===== src/rtl/controle_enchimento_if.sv =====
// Signal bundle between the fill sequencer and its environment (level sensors,
// manual selector, fault clear in; valve pulses and status out).
interface controle_enchimento_if;
    logic       manual;
    logic       nivel_baixo;
    logic       nivel_alto;
    logic       limpa_falha;
    logic       abre_auto;
    logic       fecha_auto;
    logic       enchendo;
    logic       falha;
    logic [2:0] db_estado;

    modport master (
        output manual, nivel_baixo, nivel_alto, limpa_falha,
        input  abre_auto, fecha_auto, enchendo, falha, db_estado
    );

    modport slave (
        input  manual, nivel_baixo, nivel_alto, limpa_falha,
        output abre_auto, fecha_auto, enchendo, falha, db_estado
    );
endinterface


===== src/rtl/controle_enchimento.sv =====
// Tank fill sequencer: debounces the level sensors and drives one-cycle open/close
// pulses into the valve block. Define CONTROLE_TIMEOUT_EN to add the fill timeout fault.
module controle_enchimento #(
    parameter int unsigned DEB_CICLOS    = 4,
    parameter int unsigned T_MIN_FECHADO = 16,
    parameter int unsigned T_MAX_ENCHE   = 1024,
    parameter int unsigned W             = 16
) (
    input  logic                   clock,
    input  logic                   reset_n,
    controle_enchimento_if.slave   bus
);
    localparam int unsigned DW = (DEB_CICLOS > 1) ? $clog2(DEB_CICLOS) : 1;
    localparam logic [DW-1:0] DEB_LIM   = DW'(DEB_CICLOS - 1);
    localparam logic [W-1:0]  PAUSA_LIM = W'(T_MIN_FECHADO - 1);
    localparam logic [W-1:0]  ENCHE_LIM = W'(T_MAX_ENCHE - 1);
`ifdef CONTROLE_TIMEOUT_EN
    localparam bit TMO_EN = 1'b1;
`else
    localparam bit TMO_EN = 1'b0;
`endif

    localparam logic [2:0] ESPERA   = 3'd0;
    localparam logic [2:0] ENCHENDO = 3'd1;
    localparam logic [2:0] PAUSA    = 3'd2;
    localparam logic [2:0] MANUAL   = 3'd3;
    localparam logic [2:0] FALHA    = 3'd4;

    // bit 0 = low sensor, bit 1 = high sensor
    logic [1:0]         raw;
    logic [1:0]         filt;
    logic [1:0][DW-1:0] deb_cnt;
    logic               fb;
    logic               fa;

    assign raw = {bus.nivel_alto, bus.nivel_baixo};
    assign fb  = filt[0];
    assign fa  = filt[1];

    always_ff @(posedge clock or negedge reset_n) begin
        if (!reset_n) begin
            filt    <= '0;
            deb_cnt <= '0;
        end else begin
            for (int i = 0; i < 2; i++) begin
                if (raw[i] == filt[i]) begin
                    deb_cnt[i] <= '0;
                end else if (deb_cnt[i] == DEB_LIM) begin
                    filt[i]    <= raw[i];
                    deb_cnt[i] <= '0;
                end else begin
                    deb_cnt[i] <= deb_cnt[i] + 1'b1;
                end
            end
        end
    end

    logic [2:0]   st, st_nxt;
    logic [W-1:0] cnt, cnt_nxt;
    logic         abre_q, fecha_q, abre_nxt, fecha_nxt;

    always_comb begin
        st_nxt    = st;
        cnt_nxt   = (&cnt) ? cnt : cnt + W'(1);
        abre_nxt  = 1'b0;
        fecha_nxt = 1'b0;
        if (st == FALHA) begin
            if (bus.limpa_falha) begin
                st_nxt  = PAUSA;
                cnt_nxt = '0;
            end
        end else if (st > FALHA) begin
            st_nxt    = FALHA;
            fecha_nxt = 1'b1;
        end else if (bus.manual) begin
            st_nxt = MANUAL;
        end else if (st == MANUAL) begin
            // leaving manual: force the valve closed so auto control restarts known
            st_nxt    = PAUSA;
            fecha_nxt = 1'b1;
            cnt_nxt   = '0;
        end else if (fa && !fb) begin
            st_nxt    = FALHA;
            fecha_nxt = 1'b1;
        end else begin
            case (st)
                ESPERA: begin
                    if (!fb) begin
                        st_nxt   = ENCHENDO;
                        abre_nxt = 1'b1;
                        cnt_nxt  = '0;
                    end
                end
                ENCHENDO: begin
                    if (fa) begin
                        st_nxt    = PAUSA;
                        fecha_nxt = 1'b1;
                        cnt_nxt   = '0;
                    end else if (TMO_EN && cnt == ENCHE_LIM) begin
                        st_nxt    = FALHA;
                        fecha_nxt = 1'b1;
                    end
                end
                PAUSA: begin
                    if (cnt == PAUSA_LIM) st_nxt = ESPERA;
                end
                default: ;
            endcase
        end
    end

    always_ff @(posedge clock or negedge reset_n) begin
        if (!reset_n) begin
            st      <= PAUSA;
            cnt     <= '0;
            abre_q  <= 1'b0;
            fecha_q <= 1'b0;
        end else begin
            st      <= st_nxt;
            cnt     <= cnt_nxt;
            abre_q  <= abre_nxt;
            fecha_q <= fecha_nxt;
        end
    end

    assign bus.abre_auto  = abre_q;
    assign bus.fecha_auto = fecha_q;
    assign bus.enchendo   = (st == ENCHENDO);
    assign bus.falha      = (st == FALHA);
    assign bus.db_estado  = st;
endmodule


===== src/flat_wrapper.sv =====
// flat-port wrapper written by rule: the top's interface ports become plain ports
module controle_enchimento_flat 
#(
    parameter int unsigned DEB_CICLOS    = 4,
    parameter int unsigned T_MIN_FECHADO = 16,
    parameter int unsigned T_MAX_ENCHE   = 1024,
    parameter int unsigned W             = 16
)
  (clock, reset_n, bus_manual, bus_nivel_baixo, bus_nivel_alto, bus_limpa_falha, bus_abre_auto, bus_fecha_auto, bus_enchendo, bus_falha, bus_db_estado);
  controle_enchimento_if bus_i ();
  input  logic clock;
  input  logic reset_n;
  input wire logic [$bits(bus_i.manual)-1:0] bus_manual;
  input wire logic [$bits(bus_i.nivel_baixo)-1:0] bus_nivel_baixo;
  input wire logic [$bits(bus_i.nivel_alto)-1:0] bus_nivel_alto;
  input wire logic [$bits(bus_i.limpa_falha)-1:0] bus_limpa_falha;
  output wire logic [$bits(bus_i.abre_auto)-1:0] bus_abre_auto;
  output wire logic [$bits(bus_i.fecha_auto)-1:0] bus_fecha_auto;
  output wire logic [$bits(bus_i.enchendo)-1:0] bus_enchendo;
  output wire logic [$bits(bus_i.falha)-1:0] bus_falha;
  output wire logic [$bits(bus_i.db_estado)-1:0] bus_db_estado;
  assign bus_i.manual = bus_manual;
  assign bus_i.nivel_baixo = bus_nivel_baixo;
  assign bus_i.nivel_alto = bus_nivel_alto;
  assign bus_i.limpa_falha = bus_limpa_falha;
  assign bus_abre_auto = bus_i.abre_auto;
  assign bus_fecha_auto = bus_i.fecha_auto;
  assign bus_enchendo = bus_i.enchendo;
  assign bus_falha = bus_i.falha;
  assign bus_db_estado = bus_i.db_estado;
  controle_enchimento #(.DEB_CICLOS(DEB_CICLOS), .T_MIN_FECHADO(T_MIN_FECHADO), .T_MAX_ENCHE(T_MAX_ENCHE), .W(W)) u_core (.clock(clock), .reset_n(reset_n), .bus(bus_i));
endmodule

===== config.mk =====
export PLATFORM = sky130hd
export DESIGN_NAME = controle_enchimento_flat
export DESIGN_NICKNAME = d
export VERILOG_FILES = /design/src/rtl/controle_enchimento_if.sv /design/src/rtl/controle_enchimento.sv /design/src/flat_wrapper.sv
export SDC_FILE = /design/constraint.sdc
export NUM_CORES = 1
export LEC_CHECK = 0
export CELL_PAD_IN_SITES_DETAIL_PLACEMENT = 1
export CELL_PAD_IN_SITES_GLOBAL_PLACEMENT = 1
export CORE_UTILIZATION = 44
export DETAILED_ROUTE_END_ITERATION = 8
export PLACE_DENSITY = 0.77
export SYNTH_ARGS = -nofsm -noshare
export SYNTH_HDL_FRONTEND = slang
export SYNTH_SLANG_ARGS = --single-unit
export TNS_END_PERCENT = 10

===== constraint.sdc =====
create_clock -name clock -period 1.9 [get_ports clock]
set_input_delay 0.57 -clock clock [delete_from_list [all_inputs] [get_ports clock]]
set_output_delay 0.57 -clock clock [all_outputs]
set_load 0.1 [all_outputs]

# Word level (Yosys, flattened, before mapping)
# Index checks and enable logic that the tools add are counted.
# op_classes
addsub,3
order_cmp,1
n_eq_ne,13
muxes,38
bitwise_logic,2
n_reduce_logical,8
# ops
operator,count
$mux 16,9
$pmux 16 s2,1
$mux 3,9
$add 16x1->16 const B,1
$eq 16x4->1 const B,1
$reduce_and 16->1,1
$mux 1,14
$pmux 3 s3,1
$mux 2,4
$reduce_bool 8->1,1
$ne 7x2->1 const B,1
$ne 7x3->1 const B,1
$ne 7x7->1 const B,1
$eq 3x2->1 const B,2
$reduce_and 5->1,1
$add 2x1->2 const B,2
$eq 2x2->1 const B,2
$reduce_and 2->1,2
$eq 3x1->1 const B,1
$eq 3x3->1 const B,1
$gt 3x3->1 const B,1
$logic_not 3->1,1
$eq 1x1->1,2
$ne 2x2->1 const B,1
3 further kinds,4
# word_totals
ff_bits,27
in_bits,6
output_inout_bits,7
wordCells,73

# Depth between registers and ports, before layout
# depth
depth_word,9
mapped_depth,6
ltp_nobuf,5

# Worst setup path before layout
# Ideal clock, no wire load.
# synth_path
path_type,flip-flop to output port
start,"register u_core.st[0], in the netlist u_core.bus.db_estado[0]"
end,output bus_enchendo
arrival_time_ns,3.459
t_required_ns,1.330
setup_slack_ns,-2.129
path_stages_with_launch,3
n_path_buf,1
cell_sequence,dfrtp_1 buf_2 nor3b_1
# synth_via
elab_chain_len,1
# synth_lines
element,line,text
from (decl),controle_enchimento.sv:58,"logic [2:0] st, st_nxt;"
from (signal assigned),controle_enchimento.sv:119,st <= st_nxt;
$eq 3x1->1,controle_enchimento.sv:128,assign bus.enchendo = (st == ENCHENDO);
to (decl),flat_wrapper.sv:19,output wire logic [$bits(bus_i.enchendo)-1:0] bus_enchendo;
# Every way passes these cells.

# Worst setup path after layout
# Ends and elaborated chain as after synthesis.

==> reports/qor.yml <==
synthesis:
  synthArstFlopShare: 1.00
  ys_seq_area_frac: 0.456
  synthTopCellsByArea: "dfrtp_1 (44%), a21oi_1 (3.4%), mux2i_1 (3.4%), nor2_1 (2.8%), nor3_1 (2.7%)"
  netlist.area_leader.share: 0.438
  yosysWarnings: 0
  synth_edf_count: 0
  yosysMostFrequentCell: "dfrtp_1"
  postSynthNetCount: 159
  ys_top_cells_by_count: "dfrtp_1 (26), nor2_1 (11), a21oi_1 (10)"
  yosys.area.top_type: "dfrtp_1"
  syn_inst: 150
  synthFlopType: "dfrtp_1"
  avgSynthCellArea_um2: 9.90
  synth_cell_types: 42
  syn-cell-area_um2: 1490
  ys_ff_latch: 27
detailed_routing:
  first_iter_violations: 37
  num_vias: 1314
  post_drt_wl_per_cell_um: 18.6
  drc: 0
  vias_per_cell: 6.06
  drtAntennaViolNets: 0
  dr.pass1.iters: 4
  totalWireLength_um: 4040
sta:
  fin_crit_ns: 1.90
  setup_viol: 1
  rsz0062_at_grt: "true"
  final_max_slew_viol_count: 0
  hold_viol: 0
  fin_skew_ns: 0.00364
  whs_ns: 0.459
  tightest_slew_ns: 0.346
  setup_ws_ns: -0.00446
  finalCritPeriodShare: 1.00
  max_slew_margin: 0.767
  fmax_ghz: 0.525
global_route:
  grt_pass1_wl_um: 6790
  busiest_layer: "met2"
  grt_use_met3: 0.0455
  use_met2: 0.432
  grtUsageTotal: 0.261
  grt.overflow.total: 0
  antenna_found_initial: 0
  grt_util_met1: 0.332
  first_global_vias: 1365
  grt_max_degree: 28
floorplanning:
  io_pins: 13
  core_um2: 3130
  die_area_um2: 3610
  die_w_um: 60.1
  fp-row-count: 20
  floorplan.initialDensity: 0.475
  die_h_um: 60.1
clocking:
  cts.sinks: 27
  htreeDepth: 1
  cts-buffers-inserted: 3
  clock_latency_ns: 0.34
  clk_pin_slew_worst_paths_ns: 0.15
  cts_max_path_buffers: 2
  root_buffer: "clkbuf_4"
  cts_tree: "built"
placement:
  place.detailed.hpwl_um: 2810
  pre_cts_slack_ns: -0.0779
  place_inst: 209
  routabilityCongestion: 0.864
  io_buffers: 12
worst_setup_path:
  critPathRequiredTime_ns: 1.33
  worst_r2r_path_depth: 7
  cp-start-kind: "flip-flop"
  timing.critical_path.to: "bus_enchendo"
  rrSetupSlack_ns: 0.09
  startpoint: "u_core.bus.db_estado[0]$_DFFE_PN0P_"
  arrival_ns: 1.33
  crit_path_end_kind: "primary output"
  critPathKind: "flip-flop to primary output"
  r2r_end: "u_core.cnt[5]$_DFF_PN0_"
  crit_fanout: 2
  r2r-start: "u_core.bus.db_estado[0]$_DFFE_PN0P_"
power:
  leakagePower_nw: 0.779
  max-vdd-ir-drop_mv: 0.857
  power_mw: 3.16
  powerDensity_nw_per_um2: 1670
run:
  maxCapViolations: 0
worst_hold_path:
  holdCritPathClass: "flip-flop to flip-flop"
cells_and_area:
  syn_to_final_growth_pct: 27.3
  final_util: 0.604
  n_antenna_cell: 0
  drive_gt1_frac: 0.249
  nNetsFinal: 183
  regArea_um2: 684
  multi_input_area_um2: 783
  fill_cells: 342
  stdcell_count: 217
outcome:
  outcome: "finished with violations"
  violations: "setup timing"
==> worst min path at each step <==
stage                                           start  depth (start not counted)                             end  slack, ns
after CTS                 u_core.deb_cnt[2]$_DFF_PN0_                          1     u_core.deb_cnt[2]$_DFF_PN0_       0.46
after detailed placement  u_core.deb_cnt[2]$_DFF_PN0_                          1     u_core.deb_cnt[2]$_DFF_PN0_       0.44
after global routing      u_core.deb_cnt[2]$_DFF_PN0_                          1     u_core.deb_cnt[2]$_DFF_PN0_       0.47
final                     u_core.deb_cnt[2]$_DFF_PN0_                          1     u_core.deb_cnt[2]$_DFF_PN0_       0.46
after global placement    u_core.deb_cnt[0]$_DFF_PN0_                          1     u_core.deb_cnt[0]$_DFF_PN0_       0.42
after floorplan                               reset_n                          0  u_core.bus.abre_auto$_DFF_PN0_       0.27
==> report_power, final <==
part	internal [mW]	switching (mW)	leakage, nW
registers	0.782	0.254	0.348
logic	0.789	1.06	0.417
clock network	0.0810	0.184	0.0139
==> per-layer routing <==
layer / part of all wire / vias to the layer above
li1: - / 614
met1: 0.44 / 666
met2: 0.50 / 29
met3: 0.047 / 5
met4: 0.015 / 0
met5: 0 / -
==> cell type report <==
class	instances	share of cell area
Sequential cell	27	0.362
Clock inverter	1	0.00397
Clock buffer	3	0.0119
Multi-Input combinational cell	112	0.414
Inverter	3	0.00596
Tap cell	44	0.0291
Timing Repair Buffer	27	0.173
==> metrics by stage <==
step	area, um^2	TNS, ns
floorplan	1520	-3.93
CTS	1890	-0.0160
global route	1890	-0.146
global placement	1810	-0.267
finish	1890	-0.00446
detailed placement	1810	-0.665
==> cell usage in the layout, fill, tap and decap left out, types with 6 or more instances in the layout <==
cell type / instances
a21oi_1: 10
buf_12: 8
buf_4: 12
dfrtp_1: 24
nand3_1: 6
nor2_1: 10
nor3_1: 8
o21ai_0: 8
==> cells by family after synthesis <==
logic type               count (synthesis)  synth area share
multiplexers                             8            0.0564
buffers and inverters                   11            0.0312
flip-flops                              27             0.456
AO/OA/AOI/OAI                           39             0.179
XOR/XNOR                                 2            0.0118
adder cells (fa/ha/maj)                  3            0.0253
AND/OR/NAND/NOR                         60             0.241
==> worst max-delay path: stages, from the launching register on <==
cell and delay [ns]:
dfrtp_4 0.47, buf_8 0.10, nor3b_4 0.21, buf_12 0.20
==> sequential cells by signal (all words and copies together), names as in the netlist <==
| name | cells |
|---|---|
| u_core.bus.fecha_auto | 1 |
| u_core.filt | 2 |
| u_core.bus.abre_auto | 1 |
| u_core.deb_cnt | 4 |
| u_core.cnt | 16 |
| u_core.bus.db_estado | 3 |
==> timing repair <==
item | 4_1_cts | 5_1_grt
resized for setup | 6 | 0
buffers inserted | 4 | 0
hold endpoints to repair | 0 | 0
pin swaps | 1 | 0
hold buffers | 0 | 0
setup endpoints to repair | 2 | 3
(Power assumes the default switching activity.)
